==> src/rtl/pipeline_hazard_ctrl_if.sv <==
// pipeline_hazard_ctrl_if: hazard-detect fields in, per-stage enables and flushes out
interface pipeline_hazard_ctrl_if;
  logic [4:0] id_rs, id_rt, ex_rd;
  logic id_uses_rt, ex_mem_read, mem_branch, mem_zero, mem_jump;
  logic pc_en, if_id_en, id_ex_en, if_id_flush, id_ex_flush, ex_mem_flush;
  modport master (
    output id_rs, id_rt, ex_rd, id_uses_rt, ex_mem_read, mem_branch, mem_zero, mem_jump,
    input  pc_en, if_id_en, id_ex_en, if_id_flush, id_ex_flush, ex_mem_flush
  );
  modport slave (
    input  id_rs, id_rt, ex_rd, id_uses_rt, ex_mem_read, mem_branch, mem_zero, mem_jump,
    output pc_en, if_id_en, id_ex_en, if_id_flush, id_ex_flush, ex_mem_flush
  );
endinterface

==> src/rtl/pipeline_hazard_ctrl.sv <==
// pipeline_hazard_ctrl: load-use stall and branch/jump flush sequencer for the 5-stage pipeline
module pipeline_hazard_ctrl #(
  parameter int LOAD_LAT = 1,
  parameter int CNT_W    = 16
) (
  input  logic                 clk,
  input  logic                 arst,
  input  logic                 enable,
  pipeline_hazard_ctrl_if.slave bus,
  output logic [1:0]           state,
  output logic [CNT_W-1:0]     stall_cnt,
  output logic [CNT_W-1:0]     redirect_cnt
);
  typedef enum logic [1:0] {IDLE = 2'd0, RUN = 2'd1, STALL = 2'd2} state_t;
  // control word order: pc_en, if_id_en, id_ex_en, if_id_flush, id_ex_flush, ex_mem_flush
  localparam logic [5:0] CTL_RUN = 6'b111000, CTL_STALL = 6'b001010, CTL_REDIR = 6'b111111;
  state_t st, nxt;
  logic [3:0] bub, nbub;
  logic [5:0] ctl;
  logic inc_s, inc_r, hazard, redirect;
  assign hazard = bus.ex_mem_read && bus.ex_rd != 5'd0 &&
                  (bus.ex_rd == bus.id_rs || (bus.id_uses_rt && bus.ex_rd == bus.id_rt));
  assign redirect = (bus.mem_branch && bus.mem_zero) || bus.mem_jump;
  assign {bus.pc_en, bus.if_id_en, bus.id_ex_en, bus.if_id_flush, bus.id_ex_flush, bus.ex_mem_flush} = ctl;
  assign state = st;
  always_comb begin
    nxt = st;
    nbub = bub;
    ctl = 6'b0;
    inc_s = 1'b0;
    inc_r = 1'b0;
    case (st)
      IDLE: nxt = enable ? RUN : IDLE;
      RUN: if (enable) begin
        ctl = redirect ? CTL_REDIR : hazard ? CTL_STALL : CTL_RUN;
        inc_r = redirect;
        inc_s = !redirect && hazard;
        if (inc_s && LOAD_LAT > 1) begin
          nxt = STALL;
          nbub = 4'(LOAD_LAT - 1);
        end
      end
      STALL: if (enable) begin
        // a redirect squashes the stalled ID instruction, so the stall is abandoned
        ctl = redirect ? CTL_REDIR : CTL_STALL;
        inc_r = redirect;
        inc_s = !redirect;
        nbub = redirect ? 4'd0 : bub - 4'd1;
        nxt = (redirect || bub == 4'd1) ? RUN : STALL;
      end
      default: nxt = IDLE;
    endcase
  end
  always_ff @(posedge clk or posedge arst) begin
    if (arst) begin
      st <= IDLE;
      bub <= 4'd0;
      stall_cnt <= '0;
      redirect_cnt <= '0;
    end else begin
      st <= nxt;
      bub <= nbub;
      if (inc_s && !(&stall_cnt)) stall_cnt <= stall_cnt + 1'b1;
      if (inc_r && !(&redirect_cnt)) redirect_cnt <= redirect_cnt + 1'b1;
    end
  end
endmodule

==> src/flat_wrapper.sv <==
// flat-port wrapper written by rule: the top's interface ports become plain ports
module pipeline_hazard_ctrl_flat 
#(
  parameter int LOAD_LAT = 1,
  parameter int CNT_W    = 16
)
  (clk, arst, enable, state, stall_cnt, redirect_cnt, bus_id_rs, bus_id_rt, bus_ex_rd, bus_id_uses_rt, bus_ex_mem_read, bus_mem_branch, bus_mem_zero, bus_mem_jump, bus_pc_en, bus_if_id_en, bus_id_ex_en, bus_if_id_flush, bus_id_ex_flush, bus_ex_mem_flush);
  pipeline_hazard_ctrl_if bus_i ();
  input  logic clk;
  input  logic arst;
  input  logic enable;
  output logic [1:0] state;
  output logic [CNT_W-1:0] stall_cnt;
  output logic [CNT_W-1:0] redirect_cnt;
  input wire logic [$bits(bus_i.id_rs)-1:0] bus_id_rs;
  input wire logic [$bits(bus_i.id_rt)-1:0] bus_id_rt;
  input wire logic [$bits(bus_i.ex_rd)-1:0] bus_ex_rd;
  input wire logic [$bits(bus_i.id_uses_rt)-1:0] bus_id_uses_rt;
  input wire logic [$bits(bus_i.ex_mem_read)-1:0] bus_ex_mem_read;
  input wire logic [$bits(bus_i.mem_branch)-1:0] bus_mem_branch;
  input wire logic [$bits(bus_i.mem_zero)-1:0] bus_mem_zero;
  input wire logic [$bits(bus_i.mem_jump)-1:0] bus_mem_jump;
  output wire logic [$bits(bus_i.pc_en)-1:0] bus_pc_en;
  output wire logic [$bits(bus_i.if_id_en)-1:0] bus_if_id_en;
  output wire logic [$bits(bus_i.id_ex_en)-1:0] bus_id_ex_en;
  output wire logic [$bits(bus_i.if_id_flush)-1:0] bus_if_id_flush;
  output wire logic [$bits(bus_i.id_ex_flush)-1:0] bus_id_ex_flush;
  output wire logic [$bits(bus_i.ex_mem_flush)-1:0] bus_ex_mem_flush;
  assign bus_i.id_rs = bus_id_rs;
  assign bus_i.id_rt = bus_id_rt;
  assign bus_i.ex_rd = bus_ex_rd;
  assign bus_i.id_uses_rt = bus_id_uses_rt;
  assign bus_i.ex_mem_read = bus_ex_mem_read;
  assign bus_i.mem_branch = bus_mem_branch;
  assign bus_i.mem_zero = bus_mem_zero;
  assign bus_i.mem_jump = bus_mem_jump;
  assign bus_pc_en = bus_i.pc_en;
  assign bus_if_id_en = bus_i.if_id_en;
  assign bus_id_ex_en = bus_i.id_ex_en;
  assign bus_if_id_flush = bus_i.if_id_flush;
  assign bus_id_ex_flush = bus_i.id_ex_flush;
  assign bus_ex_mem_flush = bus_i.ex_mem_flush;
  pipeline_hazard_ctrl #(.LOAD_LAT(LOAD_LAT), .CNT_W(CNT_W)) u_core (.clk(clk), .arst(arst), .enable(enable), .bus(bus_i), .state(state), .stall_cnt(stall_cnt), .redirect_cnt(redirect_cnt));
endmodule
==> config.mk <==
export PLATFORM = sky130hd
export DESIGN_NAME = pipeline_hazard_ctrl_flat
export DESIGN_NICKNAME = d
export VERILOG_FILES = /design/src/rtl/pipeline_hazard_ctrl_if.sv /design/src/rtl/pipeline_hazard_ctrl.sv /design/src/flat_wrapper.sv
export SDC_FILE = /design/constraint.sdc
export NUM_CORES = 1
export LEC_CHECK = 0
export ABC_AREA = 1
export BUFFER_PORTS_ARGS = -buffer_cell sky130_fd_sc_hd__buf_2
export CORE_MARGIN = 2
export CORE_UTILIZATION = 30
export CTS_BUF_LIST = sky130_fd_sc_hd__clkbuf_4 sky130_fd_sc_hd__clkbuf_8 sky130_fd_sc_hd__clkbuf_16
export CTS_CLUSTER_DIAMETER = 200
export CTS_CLUSTER_SIZE = 40
export DETAILED_ROUTE_END_ITERATION = 16
export GPL_TIMING_DRIVEN = 0
export HOLD_SLACK_MARGIN = 0.03
export PLACE_DENSITY = 0.48
export SLEW_MARGIN = 10
export SYNTH_ARGS = -nofsm -noshare
export SYNTH_HDL_FRONTEND = slang
export SYNTH_SLANG_ARGS = --single-unit
==> constraint.sdc <==
create_clock -name clk -period 3.67 [get_ports clk]
set_clock_uncertainty 0.15 [all_clocks]
set_input_delay 0.367 -clock clk [delete_from_list [all_inputs] [get_ports clk]]
set_output_delay 0.367 -clock clk [all_outputs]
set_load 0.005 [all_outputs]
==> results of run 1 <==
-- worst max-delay path, cell delays in order, from the launching register on --
cell and delay [ns]:
dfrtp_1 0.40, inv_1 0.10, ha_1 0.17, nand2_1 0.17, nor2_1 0.19, inv_1 0.08
a21boi_0 0.23, buf_4 0.15, buf_2 0.10
-- area by class of cell --
class	instances	area, um^2	area share [%]
repair buffers	64	340	10.8
plain buffers	9	52.6	1.66
well taps	105	131	4.15
clock inverters	1	5.00	0.158
inverters	54	203	6.41
flip-flops and latches	38	951	30.1
multi-input cells	267	1390	43.9
clock buffers	7	90.1	2.85
-- metrics by stage --
| stage | worst slack, ns | utilization, % | hold WS [ns] |
|---|---|---|---|
| final | 1.29 | 38.1 | 0.297 |
| after global routing | 1.11 | 38.1 | 0.319 |
| after CTS | 1.24 | 38.1 | 0.293 |
| after detailed placement | 1.54 | 36.8 | 0.173 |
| after global placement | 1.54 | 36.6 | 0.326 |
| after floorplan | 1.78 | - | 0.306 |
-- Yosys cell counts, types with 7 or more instances --
cell / number / share of area, %
nor3_1: 13 / 2.5
inv_1: 47 / 6.8
xor2_1: 20 / 6.7
o21ai_0: 9 / 1.7
o21ai_1: 9 / 1.7
ha_1: 7 / 3.4
nand4_1: 25 / 6.0
inv_2: 7 / 1.0
nand2_1: 122 / 18
nor2_1: 22 / 3.2
dfrtp_1: 38 / 37
nand3_1: 16 / 3.1
-- state kept, by name, indices dropped and copies added, names as in the netlist --
| register | count |
|---|---|
| u_core.state | 2 |
| u_core.bub | 4 |
| u_core.stall_cnt | 16 |
| u_core.redirect_cnt | 16 |
-- logic make-up (layout without fill, tap and decap cells) --
kind of cell    count (synthesis)  after routing  share of synthesized area (%)
flops                          38             38                           36.6
buf+inv                        63            135                           9.83
compound gates                 25             25                           5.16
simple gates                  210            210                           36.6
fa+ha+maj                       7              7                           3.37
xor+xnor                       25             25                           8.43
-- worst paths after layout --
kind,startpoint,endpoint,slack [ns],cells after the start
max,u_core.state[0]$_DFFE_PP0P_,bus_pc_en,1.29,8
min,bus_mem_jump,u_core.bub[1]$_DFFE_PP0P_,0.30,3
max reg2reg,u_core.state[0]$_DFFE_PP0P_,u_core.stall_cnt[10]$_DFFE_PP0P_,1.54,7
min reg2reg,u_core.stall_cnt[12]$_DFFE_PP0P_,u_core.stall_cnt[12]$_DFFE_PP0P_,0.35,2
max in group asynchronous,arst,u_core.state[1]$_DFFE_PP0P_,2.54,4
min in group asynchronous,arst,u_core.stall_cnt[11]$_DFFE_PP0P_,0.40,3
-- power by group through the flow --
| stage | Clock [mW] | Combinational (mW) | Sequential, mW |
|---|---|---|---|
| after global placement | 0 | 0.350 | 0.556 |
| after floorplan | 0 | 0.216 | 0.546 |
| after global routing | 0.340 | 0.408 | 0.557 |
| after CTS | 0.329 | 0.355 | 0.549 |
| final | 0.312 | 0.348 | 0.548 |
| after detailed placement | 0 | 0.353 | 0.556 |
-- repair_timing --
action,in CTS,in global routing
hold endpoints to repair,9,0
resized for setup,0,0
hold buffers,1,0
-- per-layer routing --
metal,GRT usage [%],vias to the layer above
li1,-,1313
met1,18.6,1106
met2,23.7,30
met3,2.60,4
met4,2.60,0
met5,0,-
==> impl_metrics.env, run 1 <==
export IMPL_syn_num_nets=398
export IMPL_finalPower_mw=1.21
export IMPL_crit_fanout=7
export IMPL_power_leakage_nw=1.68
export IMPL_ys_seq_elements=38
export IMPL_p_comb_share_pct=28.8
export IMPL_pwr_density_cell_nw_per_um2=382
export IMPL_maxCapViolations=0
export IMPL_synth_area_um2=2600
export IMPL_drc=0
export IMPL_maxSlewHeadroom_pct=68.9
export IMPL_routed_wl_mm=6.31
export IMPL_vias=2453
export IMPL_detail_route_antenna_nets=0
export IMPL_cts_buffer_depth=2
export IMPL_io_pin_count=63
export IMPL_maxSlewViolCount=0
export IMPL_synth_edf_count=0
export IMPL_grt_first_pass_wirelength_mm=11.0
export IMPL_diodes=0
export IMPL_top_layer_used="met4"
export IMPL_final_cell_area_um2=3160
export IMPL_grt_pass1_vias=2418
export IMPL_met2RoutedLength_mm=2.97
export IMPL_start_util_pct=31.3
export IMPL_ys_types=30
export IMPL_place_congestion=0.798
export IMPL_post_cts_buffers=0
export IMPL_wl_met3_um=195
export IMPL_cp_required_ns=3.15
export IMPL_wl_per_cell_um=11.6
export IMPL_drtIter0Drc=78
export IMPL_p_int_uw=780
export IMPL_place_hpwl_mm=4.97
export IMPL_placed_cells=536
export IMPL_clock_latency_ns=0.29
export IMPL_netSwitchingPower_uw=429
export IMPL_grt_use_total_pct=13.9
export IMPL_peakVddDrop_mv=0.122
export IMPL_fin_setup_tns_ns=0
export IMPL_final_cell_mix="122 x nand2_1, 65 x buf_2, 46 x inv_1, 38 x dfrtp_1, 25 x nand4_1"
export IMPL_rsz0062_at_grt="no"
export IMPL_cts_tree="built"
export IMPL_synth_ff_type="dfrtp_1"
export IMPL_cts_buffers=5
export IMPL_path_clk_slew_ns=0.07
export IMPL_max_freq_mhz=420
export IMPL_synth_area_per_cell_um2=7.06
export IMPL_dpl_instance_area_um2=3060
export IMPL_root_buffer="clkbuf_8"
export IMPL_period_needed_ns=2.38
export IMPL_run_status="complete, no violations"
export IMPL_nFillCells=910
export IMPL_die_w_um=97.0
export IMPL_port_buffers=62
export IMPL_path_class="register to output port"
export IMPL_seq_area_frac_synth_pct=36.6
export IMPL_yosysWarnings=0
export IMPL_layout_nets=469
export IMPL_h_tree_depth=2
export IMPL_final_common_cell="nand2_1"
export IMPL_worst_pin_slew_ns=0.467
export IMPL_gr_total_overflow=0
export IMPL_dieArea_um2=9410
export IMPL_dr_pass1_iters=4
export IMPL_drive_gt1_share_pct=21.6
export IMPL_area_growth_pct=21.8
export IMPL_antenna_found_initial=0
export IMPL_cts_sinks=38
export IMPL_viasPerCell=4.50
export IMPL_async_flop_share_pct=100
export IMPL_die_h_um=97.0
export IMPL_crit_arrival_ns=1.86
export IMPL_cp_start_kind="register"
export IMPL_switching_share_pct=35.5
export IMPL_timing_final_crit_share_pct=64.8
export IMPL_pwr_share_clk_pct=25.8
export IMPL_hold_viol=0
export IMPL_grt_max_degree=30
export IMPL_cp_end_kind="output port"
export IMPL_rows=33
export IMPL_wl_met1_mm=3.11
export IMPL_syn_inst=368
export IMPL_layout_cells_non_filler=545
export IMPL_pwr_share_seq_pct=45.3
export IMPL_setup_viol=0
export IMPL_core_um2=8300
export IMPL_hp_class="input port to register"
No activity file was read; power rests on OpenSTA's default activity.
==> run 2: changes to the inputs <==
PLACE_DENSITY = 0.5   (was 0.48)
clock period = 2.1 ns   (was 3.67 ns; I/O delays follow)
==> run 2 against run 1 <==
Utilization grew 1.9 points. Sequential power grew 74%. Wire length grew 2.9%. Worst setup slack lost 1.2 ns. Count of clock-buffer cells in the layout shrank 1. Die area is the same. Combinational power grew 95%. Sequential share of layout area shrank 1.3 points. Worst hold slack lost 0.16 ns. Clock power grew 73%. Register-to-register slack lost 1.4 ns. Critical path type is now register to register. Largest power group unchanged. Highest routed layer unchanged.
==> impl_metrics.env, run 2 (synthesis results as in run 1) <==
export IMPL_cp_required_ns=2.14
export IMPL_grt_pass1_vias=2411
export IMPL_viasPerCell=4.59
export IMPL_die_h_um=97.0
export IMPL_fin_setup_tns_ns=0
export IMPL_crit_fanout=10
export IMPL_final_common_cell="nand2_1"
export IMPL_cp_end_kind="register"
export IMPL_run_status="complete, no violations"
export IMPL_worst_pin_slew_ns=0.458
export IMPL_r2r_setup_slack_ns=0.10
export IMPL_reg2reg_to="u_core.stall_cnt[8]$_DFFE_PP0P_"
export IMPL_crit_arrival_ns=2.03
export IMPL_clock_latency_ns=0.30
export IMPL_io_pin_count=63
export IMPL_post_place_ws_ns=-0.0221
export IMPL_path_clk_slew_ns=0.08
export IMPL_hp_class="input port to register"
export IMPL_hold_depth=3
export IMPL_die_w_um=97.0
export IMPL_cts_buffers=5
export IMPL_maxSlewHeadroom_pct=69.5
export IMPL_r2r_start="u_core.stall_cnt[0]$_DFFE_PP0P_"
export IMPL_finalPower_mw=2.17
export IMPL_place_congestion=0.806
export IMPL_gr_total_overflow=0
export IMPL_routed_wl_mm=6.49
export IMPL_antenna_found_initial=0
export IMPL_dieArea_um2=9410
export IMPL_drtIter0Drc=83
export IMPL_start_util_pct=31.3
export IMPL_power_leakage_nw=1.75
export IMPL_grt_use_total_pct=14.1
export IMPL_pwr_density_cell_nw_per_um2=655
export IMPL_wl_per_cell_um=11.7
export IMPL_diodes=0
export IMPL_layout_nets=479
export IMPL_cts_sinks=38
export IMPL_regArea_um2=955
export IMPL_h_tree_depth=2
export IMPL_place_hpwl_mm=4.96
export IMPL_cp_start_kind="register"
export IMPL_finalWorstSetupSlack_ns=0.103
export IMPL_holdPathEnd="u_core.bub[1]$_DFFE_PP0P_"
export IMPL_worstRegToRegCells=9
export IMPL_crit_chain="ha_2 > nand3_2 > nor3_4 > nand2_2 > nor2_2 > nand2_4 > buf_4 > nand4_1 > nand2_1"
export IMPL_maxSlewViolCount=0
export IMPL_max_stage_delay_ns=0.39
export IMPL_min_from="enable"
export IMPL_drive_gt1_share_pct=26.9
export IMPL_grt_first_pass_wirelength_mm=11.1
export IMPL_drc=0
export IMPL_dr_pass1_iters=4
export IMPL_reg_largest_list="u_core.redirect_cnt x16, u_core.stall_cnt x16, u_core.bub x4"
export IMPL_max_freq_mhz=501
export IMPL_area_growth_pct=27.8
export IMPL_setup_viol=0
export IMPL_nFillCells=891
export IMPL_rows=33
export IMPL_grt_max_degree=29
export IMPL_path_class="register to register"
export IMPL_port_buffers=62
export IMPL_cts_buffer_depth=2
export IMPL_root_buffer="clkbuf_8"
export IMPL_timing_final_crit_share_pct=95.1
export IMPL_cts_tree="built"
export IMPL_period_needed_ns=2.00
export IMPL_peakVddDrop_mv=0.280
export IMPL_vias=2548
export IMPL_maxCapViolations=0
export IMPL_crit_slowest_cell="dfrtp_2"
export IMPL_detail_route_antenna_nets=0
export IMPL_multi_input_area_um2=1460
export IMPL_core_um2=8300
export IMPL_final_cell_mix="120 x nand2_1, 65 x buf_2, 45 x inv_1, 35 x dfrtp_1, 25 x nand4_1"
export IMPL_hold_viol=0
==> run 2: metal layers <==
layer | routed length [um] | vias to the layer above | track usage, %
li1 | - | 1329 | -
met1 | 3100 | 1177 | 19.2
met2 | 3100 | 35 | 23.1
met3 | 230 | 7 | 2.96
met4 | 63 | 0 | 2.93
met5 | 0 | - | 0
==> run 2: repair_timing <==
item | CTS | global route
buffers inserted | 3 | 7
hold buffers | 1 | 0
pin swaps | 0 | 3
resized for setup | 6 | 18
cloned | 0 | 0
endpoints found under the setup margin | 23 | 32
hold endpoints to repair | 38 | 0
==> run 2: critical path: cells and delay by family, from the launching register on <==
kind	cells	cell delay, ns
flops	1	0.39
simple gates	7	0.94
fa+ha+maj	1	0.20
buf+inv	1	0.20
==> run 2: layout make-up <==
type,count,share of cell area (%)
multi-input combinational,267,44.0
sequential,38,28.8
timing repair buffer,74,12.5
inverter,54,6.11
tap,105,3.96
clock buffer,6,2.49
buffer,9,1.74
clock inverter,2,0.377
==> run 2: worst max path at each step <==
| stage | endpoint | slack, ns | cells past startpoint | from |
|---|---|---|---|---|
| final | u_core.stall_cnt[8]$_DFFE_PP0P_ | 0.10 | 9 | u_core.stall_cnt[0]$_DFFE_PP0P_ |
| after floorplan | u_core.stall_cnt[14]$_DFFE_PP0P_ | 0.27 | 9 | u_core.stall_cnt[0]$_DFFE_PP0P_ |
| after CTS | bus_pc_en | 0.01 | 8 | u_core.state[0]$_DFFE_PP0P_ |
| after detailed placement | u_core.stall_cnt[2]$_DFFE_PP0P_ | -0.02 | 7 | u_core.state[0]$_DFFE_PP0P_ |
| after global placement | u_core.redirect_cnt[12]$_DFFE_PP0P_ | -0.04 | 10 | u_core.redirect_cnt[0]$_DFFE_PP0P_ |
| after global routing | u_core.stall_cnt[6]$_DFFE_PP0P_ | -0.01 | 9 | u_core.stall_cnt[0]$_DFFE_PP0P_ |
==> run 2: power breakdown <==
part | total (mW) | internal [mW] | switching (mW)
Sequential | 0.953 | 0.839 | 0.114
Combinational | 0.680 | 0.289 | 0.390
Clock | 0.540 | 0.264 | 0.276
Total | 2.17 | 1.39 | 0.781
==> run 2: through the flow <==
step	std cells	utilization (%)	hold WS, ns	cell area (um^2)
2_1_floorplan	368	-	0.252	2600
3_3_place_gp	535	36.6	0.325	3040
3_5_place_dp	536	36.8	0.0213	3060
4_1_cts	548	38.5	0.135	3200
5_1_grt	555	40.0	0.152	3320
6_report	555	40.0	0.141	3320
==> run 3: changes to the inputs <==
CTS_BUF_LIST = sky130_fd_sc_hd__clkbuf_4 sky130_fd_sc_hd__clkbuf_8   (was sky130_fd_sc_hd__clkbuf_4 sky130_fd_sc_hd__clkbuf_8 sky130_fd_sc_hd__clkbuf_16)
GPL_TIMING_DRIVEN = not set   (was 0)
==> run 3 against run 2 <==
Non-clock buffer count decreased by 9. Maximum frequency is 2.1% higher. Die area unchanged. Worst hold slack got worse by 0.013 ns. Global-route usage down 0.052 points. Utilization fell by 1.5 points. Final area is 3.7% lower. Sequential cell count unchanged. Count of clock-buffer cells in the layout grew 1. Register-to-register slack better by 0.08 ns. Critical path type is now register to output port. Largest cell class unchanged.
==> impl_metrics.env, run 3 (synthesis results as in run 1) <==
export IMPL_run_status="complete, no violations"
export IMPL_dr_pass1_iters=4
export IMPL_worstRegToRegCells=10
export IMPL_gr_total_overflow=0
export IMPL_drive_gt1_share_pct=23.4
export IMPL_area_growth_pct=23.1
export IMPL_hp_class="input port to register"
export IMPL_crit_arrival_ns=1.60
export IMPL_maxSlewHeadroom_pct=66.0
export IMPL_cp_start_kind="register"
export IMPL_crit_fanout=3
export IMPL_grt_use_total_pct=14.0
export IMPL_grt_max_degree=39
export IMPL_rsz0062_at_grt="no"
export IMPL_place_congestion=0.831
export IMPL_timing_final_crit_share_pct=93.1
export IMPL_routed_wl_mm=6.47
export IMPL_place_hpwl_mm=4.81
export IMPL_final_common_cell="nand2_1"
export IMPL_core_um2=8300
export IMPL_setup_viol=0
export IMPL_wl_per_cell_um=11.9
export IMPL_drc=0
export IMPL_worst_pin_slew_ns=0.510
export IMPL_grt_pass1_vias=2383
export IMPL_hold_depth=3
export IMPL_vias=2492
export IMPL_maxSlewViolCount=0
export IMPL_viasPerCell=4.56
export IMPL_finalPower_mw=2.15
export IMPL_hold_viol=0
export IMPL_reg_largest_list="u_core.redirect_cnt x16, u_core.stall_cnt x16, u_core.bub x4"
export IMPL_r2r_setup_slack_ns=0.18
export IMPL_dpl_instance_area_um2=3050
export IMPL_cp_end_kind="output port"
export IMPL_drtIter0Drc=78
export IMPL_io_pin_count=63
export IMPL_path_class="register to output port"
export IMPL_grt_first_pass_wirelength_mm=11.1
export IMPL_detail_route_antenna_nets=0
export IMPL_final_util_pct=38.5
export IMPL_cts_buffers=5
export IMPL_root_buffer="clkbuf_8"
export IMPL_rows=33
export IMPL_dieArea_um2=9410
export IMPL_port_buffers=62
export IMPL_cts_sinks=38
export IMPL_cts_buffer_depth=2
export IMPL_start_util_pct=31.3
export IMPL_diodes=0
export IMPL_layout_nets=470
export IMPL_power_leakage_nw=1.69
export IMPL_die_w_um=97.0
export IMPL_clock_latency_ns=0.29
export IMPL_cp_required_ns=1.74
export IMPL_peakVddDrop_mv=0.245
export IMPL_die_h_um=97.0
export IMPL_cts_tree="built"
export IMPL_path_clk_slew_ns=0.08
export IMPL_h_tree_depth=2
export IMPL_final_cell_area_um2=3200
export IMPL_pwr_density_cell_nw_per_um2=673
export IMPL_fin_setup_tns_ns=0
export IMPL_maxCapViolations=0
export IMPL_period_needed_ns=1.96
export IMPL_final_cell_mix="120 x nand2_1, 62 x buf_2, 47 x inv_1, 38 x dfrtp_1, 25 x nand4_1"
export IMPL_max_freq_mhz=511
export IMPL_antenna_found_initial=0
run 3: cell types whose count changed in the layout (fill, tap and decap cells not counted), sizes merged:
| cell | change |
|---|---|
| buf | -8 |
| clkinvlp | -1 |
run 3: timing repair:
item | 4_1_cts | 5_1_grt
hold buffers | 1 | 0
setup buffers | 0 | 3
hold endpoints to repair | 38 | 0
setup endpoints to repair | 2 | 7
gates resized for setup | 1 | 6
run 3: stage by stage:
stage | hold slack [ns] | instances | setup WS [ns]
after floorplan | 0.252 | 368 | 0.268
after global placement | 0.211 | 534 | 0.192
after detailed placement | 0.218 | 534 | 0.173
after CTS | 0.125 | 543 | 0.0159
after global routing | 0.157 | 546 | 0.00286
final | 0.128 | 546 | 0.144
run 3: report_power, final:
group | leakage, nW | switching, mW | internal [mW]
sequential | 0.512 | 0.0996 | 0.836
combinational | 1.13 | 0.388 | 0.278
clock | 0.0517 | 0.270 | 0.278
run 3: cell type report:
| cell class | instances | area (um^2) |
|---|---|---|
| fill | 905 | 5100 |
| multi-input combinational | 267 | 1410 |
| sequential | 38 | 951 |
| timing repair buffer | 74 | 403 |
| inverter | 54 | 203 |
| tap | 105 | 131 |
| clock buffer | 7 | 90.1 |
| clock inverter | 1 | 5.00 |
run 3: per-layer routing:
metal  GRT usage [%]  part of all wire (%)  wire length [um]  up-vias
met2            23.6                    48              3120       33
li1                -                     -                 -     1307
met3            2.67                   3.1               200        5
met4            2.93                  0.74                48        0
met1            18.8                    48              3100     1147
met5               0                     0                 0        -
run 3: worst paths after layout:
path,from,end
setup / recovery,u_core.state[0]$_DFFE_PP0P_,bus_id_ex_flush
hold / removal,bus_mem_jump,u_core.bub[1]$_DFFE_PP0P_
setup reg to reg,u_core.redirect_cnt[0]$_DFFE_PP0P_,u_core.redirect_cnt[2]$_DFFE_PP0P_
hold reg to reg,u_core.bub[2]$_DFFE_PP0P_,u_core.bub[2]$_DFFE_PP0P_
max in group asynchronous,arst,u_core.stall_cnt[3]$_DFFE_PP0P_
min in group asynchronous,arst,u_core.redirect_cnt[12]$_DFFE_PP0P_
run 3: worst max-delay path, stage by stage (launching register included):
cell     delay (ns)
dfrtp_1        0.37
inv_1          0.08
ha_1           0.31
nand2_2        0.09
a21oi_2        0.13
inv_1          0.07
a31oi_1        0.12
buf_2          0.14
